[src/rtl/settle_monitor_pkg.sv]
// settle_monitor_pkg: shared FSM state type and error-width helper for the settle monitor.
package settle_monitor_pkg;
  typedef enum logic [1:0] {IDLE, RUN, DONE_OK, DONE_TO} state_t;
  // One extra bit lets v_meas - target and its magnitude be represented without overflow.
  function automatic int err_w(input int w);
    return w + 1;
  endfunction
endpackage

[src/rtl/settle_band_cmp.sv]
// settle_band_cmp: registered |v_meas - target| <= tol compare with a qualifying valid.
//   clk, rst_n        : clock, async active-low reset
//   flush             : drop any sample presented this cycle (vld stays low)
//   sample_en         : v_meas is a new time step
//   v_meas, target    : signed raw fixed-point, common exponent
//   tol               : unsigned tolerance, same exponent
//   hit, vld          : compare result for the last qualified sample, and its one-cycle strobe
module settle_band_cmp
  import settle_monitor_pkg::*;
#(
  parameter int WIDTH = 25
) (
  input  logic                    clk,
  input  logic                    rst_n,
  input  logic                    flush,
  input  logic                    sample_en,
  input  logic signed [WIDTH-1:0] v_meas,
  input  logic signed [WIDTH-1:0] target,
  input  logic        [WIDTH-1:0] tol,
  output logic                    hit,
  output logic                    vld
);
  localparam int EW = err_w(WIDTH);
  logic signed [EW-1:0] err;
  logic        [EW-1:0] mag;
  logic hit_d, hit_q, vld_d, vld_q;
  always_comb begin
    err   = EW'(v_meas) - EW'(target);
    // |err| <= 2^WIDTH-1, so the negation never overflows at EW bits.
    mag   = err[EW-1] ? -err : err;
    hit_d = sample_en ? (mag <= {1'b0, tol}) : hit_q;
    vld_d = sample_en & ~flush;
  end
  always_ff @(posedge clk or negedge rst_n) begin
    if (!rst_n) begin
      hit_q <= 1'b0;
      vld_q <= 1'b0;
    end else begin
      hit_q <= hit_d;
      vld_q <= vld_d;
    end
  end
  assign hit = hit_q;
  assign vld = vld_q;
endmodule

[src/rtl/settle_monitor.sv]
// settle_monitor: decides whether a sampled path output settles within tol of target, reporting settle step or timeout.
//   emu_clk, emu_rst_n   : emulator clock, async active-low reset
//   start                : arm / re-arm a measurement (wins over everything else that cycle)
//   sample_en, v_meas    : qualified path output sample
//   target, tol          : settle target and tolerance, stable while busy
//   busy                 : measurement running
//   settled, timeout     : sticky results, mutually exclusive
//   in_band              : compare result of the most recent qualified sample
//   settle_steps         : 0-based step of the first sample of the final in-band run
module settle_monitor
  import settle_monitor_pkg::*;
#(
  parameter int WIDTH     = 25,
  parameter int CNT_W     = 16,
  parameter int HOLD      = 8,
  parameter int MAX_STEPS = 1000
) (
  input  logic                    emu_clk,
  input  logic                    emu_rst_n,
  input  logic                    start,
  input  logic                    sample_en,
  input  logic signed [WIDTH-1:0] v_meas,
  input  logic signed [WIDTH-1:0] target,
  input  logic        [WIDTH-1:0] tol,
  output logic                    busy,
  output logic                    settled,
  output logic                    timeout,
  output logic                    in_band,
  output logic        [CNT_W-1:0] settle_steps
);
  logic hit, vld;
  state_t state_d, state_q;
  logic busy_d, busy_q, settled_d, settled_q, timeout_d, timeout_q, in_band_d, in_band_q;
  logic [CNT_W-1:0] steps_d, steps_q, elapsed_d, elapsed_q, run_d, run_q, run_nx, el_nx;
  settle_band_cmp #(.WIDTH(WIDTH)) u_cmp (
    .clk(emu_clk), .rst_n(emu_rst_n), .flush(start), .sample_en(sample_en),
    .v_meas(v_meas), .target(target), .tol(tol), .hit(hit), .vld(vld)
  );
  always_comb begin
    state_d   = state_q;
    busy_d    = busy_q;
    settled_d = settled_q;
    timeout_d = timeout_q;
    in_band_d = in_band_q;
    steps_d   = steps_q;
    elapsed_d = elapsed_q;
    run_d     = run_q;
    run_nx    = hit ? run_q + CNT_W'(1) : '0;
    el_nx     = elapsed_q + CNT_W'(1);
    if (start) begin
      state_d   = RUN;
      busy_d    = 1'b1;
      settled_d = 1'b0;
      timeout_d = 1'b0;
      in_band_d = 1'b0;
      steps_d   = '0;
      elapsed_d = '0;
      run_d     = '0;
    end else if (vld) begin
      in_band_d = hit;
      if (state_q == RUN) begin
        steps_d   = (hit && run_q == '0) ? elapsed_q : steps_q;
        run_d     = run_nx;
        elapsed_d = el_nx;
        // Settling on the final allowed sample still counts as settled.
        if (run_nx == CNT_W'(HOLD)) begin
          state_d   = DONE_OK;
          busy_d    = 1'b0;
          settled_d = 1'b1;
        end else if (el_nx == CNT_W'(MAX_STEPS)) begin
          state_d   = DONE_TO;
          busy_d    = 1'b0;
          timeout_d = 1'b1;
        end
      end
    end
  end
  always_ff @(posedge emu_clk or negedge emu_rst_n) begin
    if (!emu_rst_n) begin
      state_q   <= IDLE;
      busy_q    <= 1'b0;
      settled_q <= 1'b0;
      timeout_q <= 1'b0;
      in_band_q <= 1'b0;
      steps_q   <= '0;
      elapsed_q <= '0;
      run_q     <= '0;
    end else begin
      state_q   <= state_d;
      busy_q    <= busy_d;
      settled_q <= settled_d;
      timeout_q <= timeout_d;
      in_band_q <= in_band_d;
      steps_q   <= steps_d;
      elapsed_q <= elapsed_d;
      run_q     <= run_d;
    end
  end
  assign busy         = busy_q;
  assign settled      = settled_q;
  assign timeout      = timeout_q;
  assign in_band      = in_band_q;
  assign settle_steps = steps_q;
endmodule

[config.mk]
export PLATFORM = sky130hd
export DESIGN_NAME = settle_monitor
export DESIGN_NICKNAME = d
export VERILOG_FILES = /design/src/rtl/settle_monitor_pkg.sv /design/src/rtl/settle_band_cmp.sv /design/src/rtl/settle_monitor.sv
export SDC_FILE = /design/constraint.sdc
export NUM_CORES = 1
export LEC_CHECK = 0
export CAP_MARGIN = 20
export CORE_ASPECT_RATIO = 1.75
export CORE_UTILIZATION = 40
export CTS_CLUSTER_DIAMETER = 200
export DETAILED_ROUTE_END_ITERATION = 7
export GPL_TIMING_DRIVEN = 0
export HOLD_SLACK_MARGIN = 0.06
export PLACE_DENSITY = 0.62
export SLEW_MARGIN = 25
export SYNTH_ARGS = -nofsm -noshare
export SYNTH_HDL_FRONTEND = slang
export SYNTH_SLANG_ARGS = --single-unit
[constraint.sdc]
create_clock -name emu_clk -period 3.1 [get_ports emu_clk]
set_input_delay 0.93 -clock emu_clk [delete_from_list [all_inputs] [get_ports emu_clk]]
set_output_delay 0.93 -clock emu_clk [all_outputs]
set_load 0.005 [all_outputs]
Yosys cells after proc, flatten, opt, wreduce, memory -nomap -nowiden
Index checks and enable logic that the tools add are counted.

storage, ports and cells
  register bits = 56
  bits in latches = 0
  RAM bits = 0
  ROM bits = 0
  memories kept = 0

cells by class
  $add $sub $neg = 4
  multipliers = 0
  divide/modulo/power cells = 0
  order comparisons = 1
  equality and inequality tests = 4
  shifts and indexed selects = 0
  muxes and demuxes = 33
  bitwise logic cells = 2
  reduce and logical (&&, ||, !) cells = 13

operators by type and width
  operator               number
  $mux 16                11
  $add 16x1->16 const B  2
  $le 26x25->1           1
  $mux 26                1
  $neg 26->26            1
  $sub 25x25->26         1
  $eq 16x10->1 const B   1
  $eq 16x4->1 const B    1
  $logic_not 16->1       1
  $mux 1                 16
  $mux 2                 5
  $reduce_bool 2->1      5
  $reduce_and 3->1       3
  $reduce_and 4->1       1
  $reduce_bool 3->1      1
  $eq 2x1->1 const B     1
  $ne 2x2->1 const B     1
  $reduce_and 2->1       1
  $and 1x1->1            1
  $logic_and 1x1->1      1
  $not 1->1              1

Depth between registers and ports, before layout
  depth after elaboration = 7
  gate-level depth with buffers = 23
  depth with buffers taken out = 21

By module
Synthesis repeated with hierarchy kept, for this count alone.

unflattened totals
  cells, all modules = 775
  area, all modules = 6,054.6 sq um

modules (own cells, without submodules)
  module           times used  cells each  area an instance (sq um)  seq. area each (sq um)
  settle_monitor   1           362         3,203.1                   1,351.3
  settle_band_cmp  1           413         2,851.5                   50.0

Worst setup path after synthesis
OpenSTA, ideal clock, no wires.

  path kind = input-to-reg
  from = input v_meas[0]
  to = register u_cmp.hit_q (netlist: u_cmp.hit)
  setup time = 0.079 ns
  arrival time = 4.798 ns
  slack = -1.777 ns
  stages on the path = 20
  buffers on the path = 0
  cell sequence = inv_1 ha_1 fa_1 nand2b_1 a211oi_4 o21ai_0 a21boi_0 o22ai_1 nor4_2 nand4_1 o21ai_0 xor2_1 ha_1 a21o_1 a211oi_1 nand2_1 a311oi_1 a211o_1 o41ai_2 mux2i_1

between the ends
  word-level cells in the longest chain between the ends = 4

RTL lines
  what                    line                   RTL
  start: declaration      settle_monitor.sv:22   input logic signed [WIDTH-1:0] v_meas,
  $sub 25x25->26 (*)      settle_band_cmp.sv:28  err = EW'(v_meas) - EW'(target);
  $neg 26->26             settle_band_cmp.sv:30  mag = err[EW-1] ? -err : err;
  $mux 26 (*)             settle_band_cmp.sv:30
  $le 26x25->1 (*)        settle_band_cmp.sv:31  hit_d = sample_en ? (mag <= {1'b0, tol}) : hit_q;
  end signal: assignment  settle_band_cmp.sv:39  hit_q <= hit_d;
  end: declaration        settle_band_cmp.sv:26  logic hit_d, hit_q, vld_d, vld_q;

Every way passes the cells marked *; elsewhere a longest branch is shown, timed or not.
A chain may end at the register's enable or synchronous reset.

Worst setup path in the final report
Ends and elaborated chain as after synthesis.

==> metrics <==
dominant cell type by area after synthesis dfrtp_1; critical path class in2reg; outcome finished with violations; worst stage delay on the critical path 0.51 ns; Synth top area share 23.5%; count of warnings emitted by yosys 0; via density per instance 5.72; netlist area before placement roughly 6000 um^2; Overflow after GRT 0; CTS tree done; leakage power 3.45 nW; first-pass GRT wire length 29700 um; Synth top cells by count nor2_1, nand2_1, inv_1; crit path max fanout 7; cell count after synthesis 778; quantity of I/O buffers inserted on ports a little under 100; number of antenna violations at the first check in global routing 0; count of flip-flops with a built-in enable after synthesis 0; busiest layer in global routing met2; floorplan die width 94.4 um; fraction of final layout cells sized beyond drive strength 1 17.0%; GR Layer Usage met1 23.7%; worst flop-to-flop path endpoint busy$_DFFE_PN0P_; maximum number of buffers from clock root to sink 2; Starting DRT DRC Count 185; power density normalized to cell area 347 nW/um^2; cell family with the largest share of critical-path delay compound AO/OA/AOI/OAI gates; multi-input gate area in the final layout 4650 um^2; fraction of registers with async set or reset after synthesis 100%; later-pin clock latency in the skew report 0.30 ns; maximum level of the CTS H-tree 2; setup slack of the most critical reg-to-reg path ~0.25 ns; final-stage net count ~1100; peak supply drop ~220 uV; root cell of the clock tree clkbuf_16; total count of hold-check failures in the final report 0; final setup fails 1; clock sinks 56; remaining antenna violation count 0; buffers plus inverters on the worst setup path 4; clock slew at reported path FFs roughly 0.070 ns; effective utilization at floorplan between 40 and 50%; unrepaired setup endpoints after global routing true; share of the clock period used by the worst path after layout 160%; overall global routing resource usage 24.4%; Max Freq 0.201 GHz; vias around 6300; Min Hold Slack roughly 0.49 ns; average size of a mapped cell 7.68 um^2; wire length per cell 16.8 um; relative area change from synthesis to final layout 36.1%; pin count of the biggest net entering global routing 41; Power, Total 2.82 mW; 1st-pass router iterations 6; FP Rows 58; class of the tightest hold or removal check in2async; worst slew slack as a fraction of its limit a little over two fifths; share of synthesized area occupied by flip-flops and latches 23.5%; dpl hpwl 14200 um; post-layout worst setup margin -1.87 ns; Worst Path Required between 3 and 4 ns; failing checks setup timing; crit path DAT just over 5 ns; transition time of the tightest slew-check pin 0.862 ns; cell chain of the critical path buf_8 > inv_8 > ha_4 > fa_2 > nand2b_4 > a211oi_4 > o2111a_1 > a2bb2oi_2 > nand4_1 > nor4_4 > buf_4 > buf_4 > a31oi_1 > xnor2_1 > ha_1 > nand4_1 > o21a_1 > nor2_1 > a311oi_2 > a211o_1 > o41ai_2 > mux2i_1; startpoint type of the worst setup path primary input; boundary pin count a little under 100; max cap viols 0; Inserted Diodes 0; cell at the slowest stage of the critical path a211oi_4; die boundary height 164 um; Global Route met2 Usage 49.0%; depth of the most critical reg-to-reg path 9; number of different library cells in the post-synthesis netlist 74; met3 Resource Use GR 1.44%; element type at the critical path end register; dominant cell by count in the synthesized netlist nor2_1; fill cell total of the finished layout 1389; total routed wirelength 18500 um; synth top area cells dfrtp_1, ha_1, nor2_1; startpoint of the lowest-slack register-to-register path run_q[0]$_DFFE_PN0P_; area inside the core boundary about 14000 um^2; Final Critical Period 4.97 ns; FF/Latch Area about 1400 um^2; number of pins with negative max-slew slack in the final report 0; number of global-route vias before repair between 6000 and 7000; final instance area 8130 um^2; GPL Wtd Cong roughly 0.91; DIE AREA 15400 um^2; Sum Neg Setup Slack -1.87 ns; detailed-route DRC error count 0; standard cell area after detailed placement 7280 um^2; clk_skew 0.00285 ns; Syn Nets around 900; prevailing post-synth register cell dfrtp_1; total clock buffers created by CTS 5; register bit count reported by yosys 56
[cells in the final DEF (no fill, tap or decap), types with 27 or more instances in the layout]
cell type        count
a21oi_1             48
inv_1               63
ha_1                43
nor2_1              83
o21ai_0             27
nand2_1             67
buf_4               43
dfrtp_1             56
clkdlybuf4s50_1     83
xnor2_1             28
[metrics by stage]
step | util, % | instances | worst slack [ns]
2_1_floorplan | - | 778 | -1.46
3_3_place_gp | 50.3 | 1055 | -2.69
3_5_place_dp | 50.4 | 1056 | -2.80
4_1_cts | 55.0 | 1092 | -1.85
5_1_grt | 56.3 | 1101 | -2.11
6_report | 56.3 | 1101 | -1.87
[state kept, by name (all words and copies together), names as in the netlist, 2 cells and up]
register / count
state_q: 2
settle_steps: 16
run_q: 16
elapsed_q: 16
[worst max path at each step]
stage,start,end,slack (ns),depth (start not counted)
detailed placement,v_meas[0],u_cmp.hit$_DFFE_PN0P_,-2.80,21
global placement,v_meas[0],u_cmp.hit$_DFFE_PN0P_,-2.69,21
global route,v_meas[0],u_cmp.hit$_DFFE_PN0P_,-2.11,21
CTS,v_meas[0],u_cmp.hit$_DFFE_PN0P_,-1.85,21
floorplan,v_meas[0],u_cmp.hit$_DFFE_PN0P_,-1.46,20
finish,v_meas[0],u_cmp.hit$_DFFE_PN0P_,-1.87,22
[power by group]
part / leakage [nW] / internal, mW / switching, mW
logic: 2.61 / 0.674 / 0.808
registers: 0.766 / 0.742 / 0.0232
clock network: 0.0742 / 0.303 / 0.270
total: 3.45 / 1.72 / 1.10
[cell type report]
cell class | count | area share (%)
Multi-Input combinational cell | 620 | 57.3
Sequential cell | 56 | 17.2
Timing Repair Buffer | 140 | 15.9
Inverter | 69 | 3.28
Tap cell | 180 | 2.77
Buffer | 28 | 1.69
Clock buffer | 5 | 1.54
Clock inverter | 3 | 0.277
[repair_timing]
action,CTS,global route
resized for setup,83,36
pin swaps,36,36
gates cloned,0,0
setup endpoints to repair,2,4
hold endpoints to repair,0,0
buffers inserted,32,10
hold buffers,0,0
[metal layers]
| layer | wire length, um | vias up |
|---|---|---|
| met2 | 10500 | 173 |
| met4 | 910 | 0 |
| met5 | 0 | - |
| li1 | - | 3074 |
| met3 | 449 | 64 |
| met1 | 6570 | 2991 |
[worst reg2reg max path, stage by stage (launching register included)]
cell and delay (ns):
dfrtp_1 0.48, ha_1 0.33, nand4_1 0.22, nor4_2 0.40, a31oi_1 0.16, o41ai_1 0.48
nand3_1 0.21, nor2_1 0.18, nor2_1 0.07, a21o_1 0.20
[logic make-up after synthesis]
| group | synth area share [%] |
|---|---|
| compound gates | 22.7 |
| xor+xnor | 7.92 |
| fa+ha+maj | 11.6 |
| buf+inv | 6.60 |
| flops | 23.5 |
| mux | 3.54 |
| simple gates | 24.1 |
No activity file was read; power rests on OpenSTA's default activity.
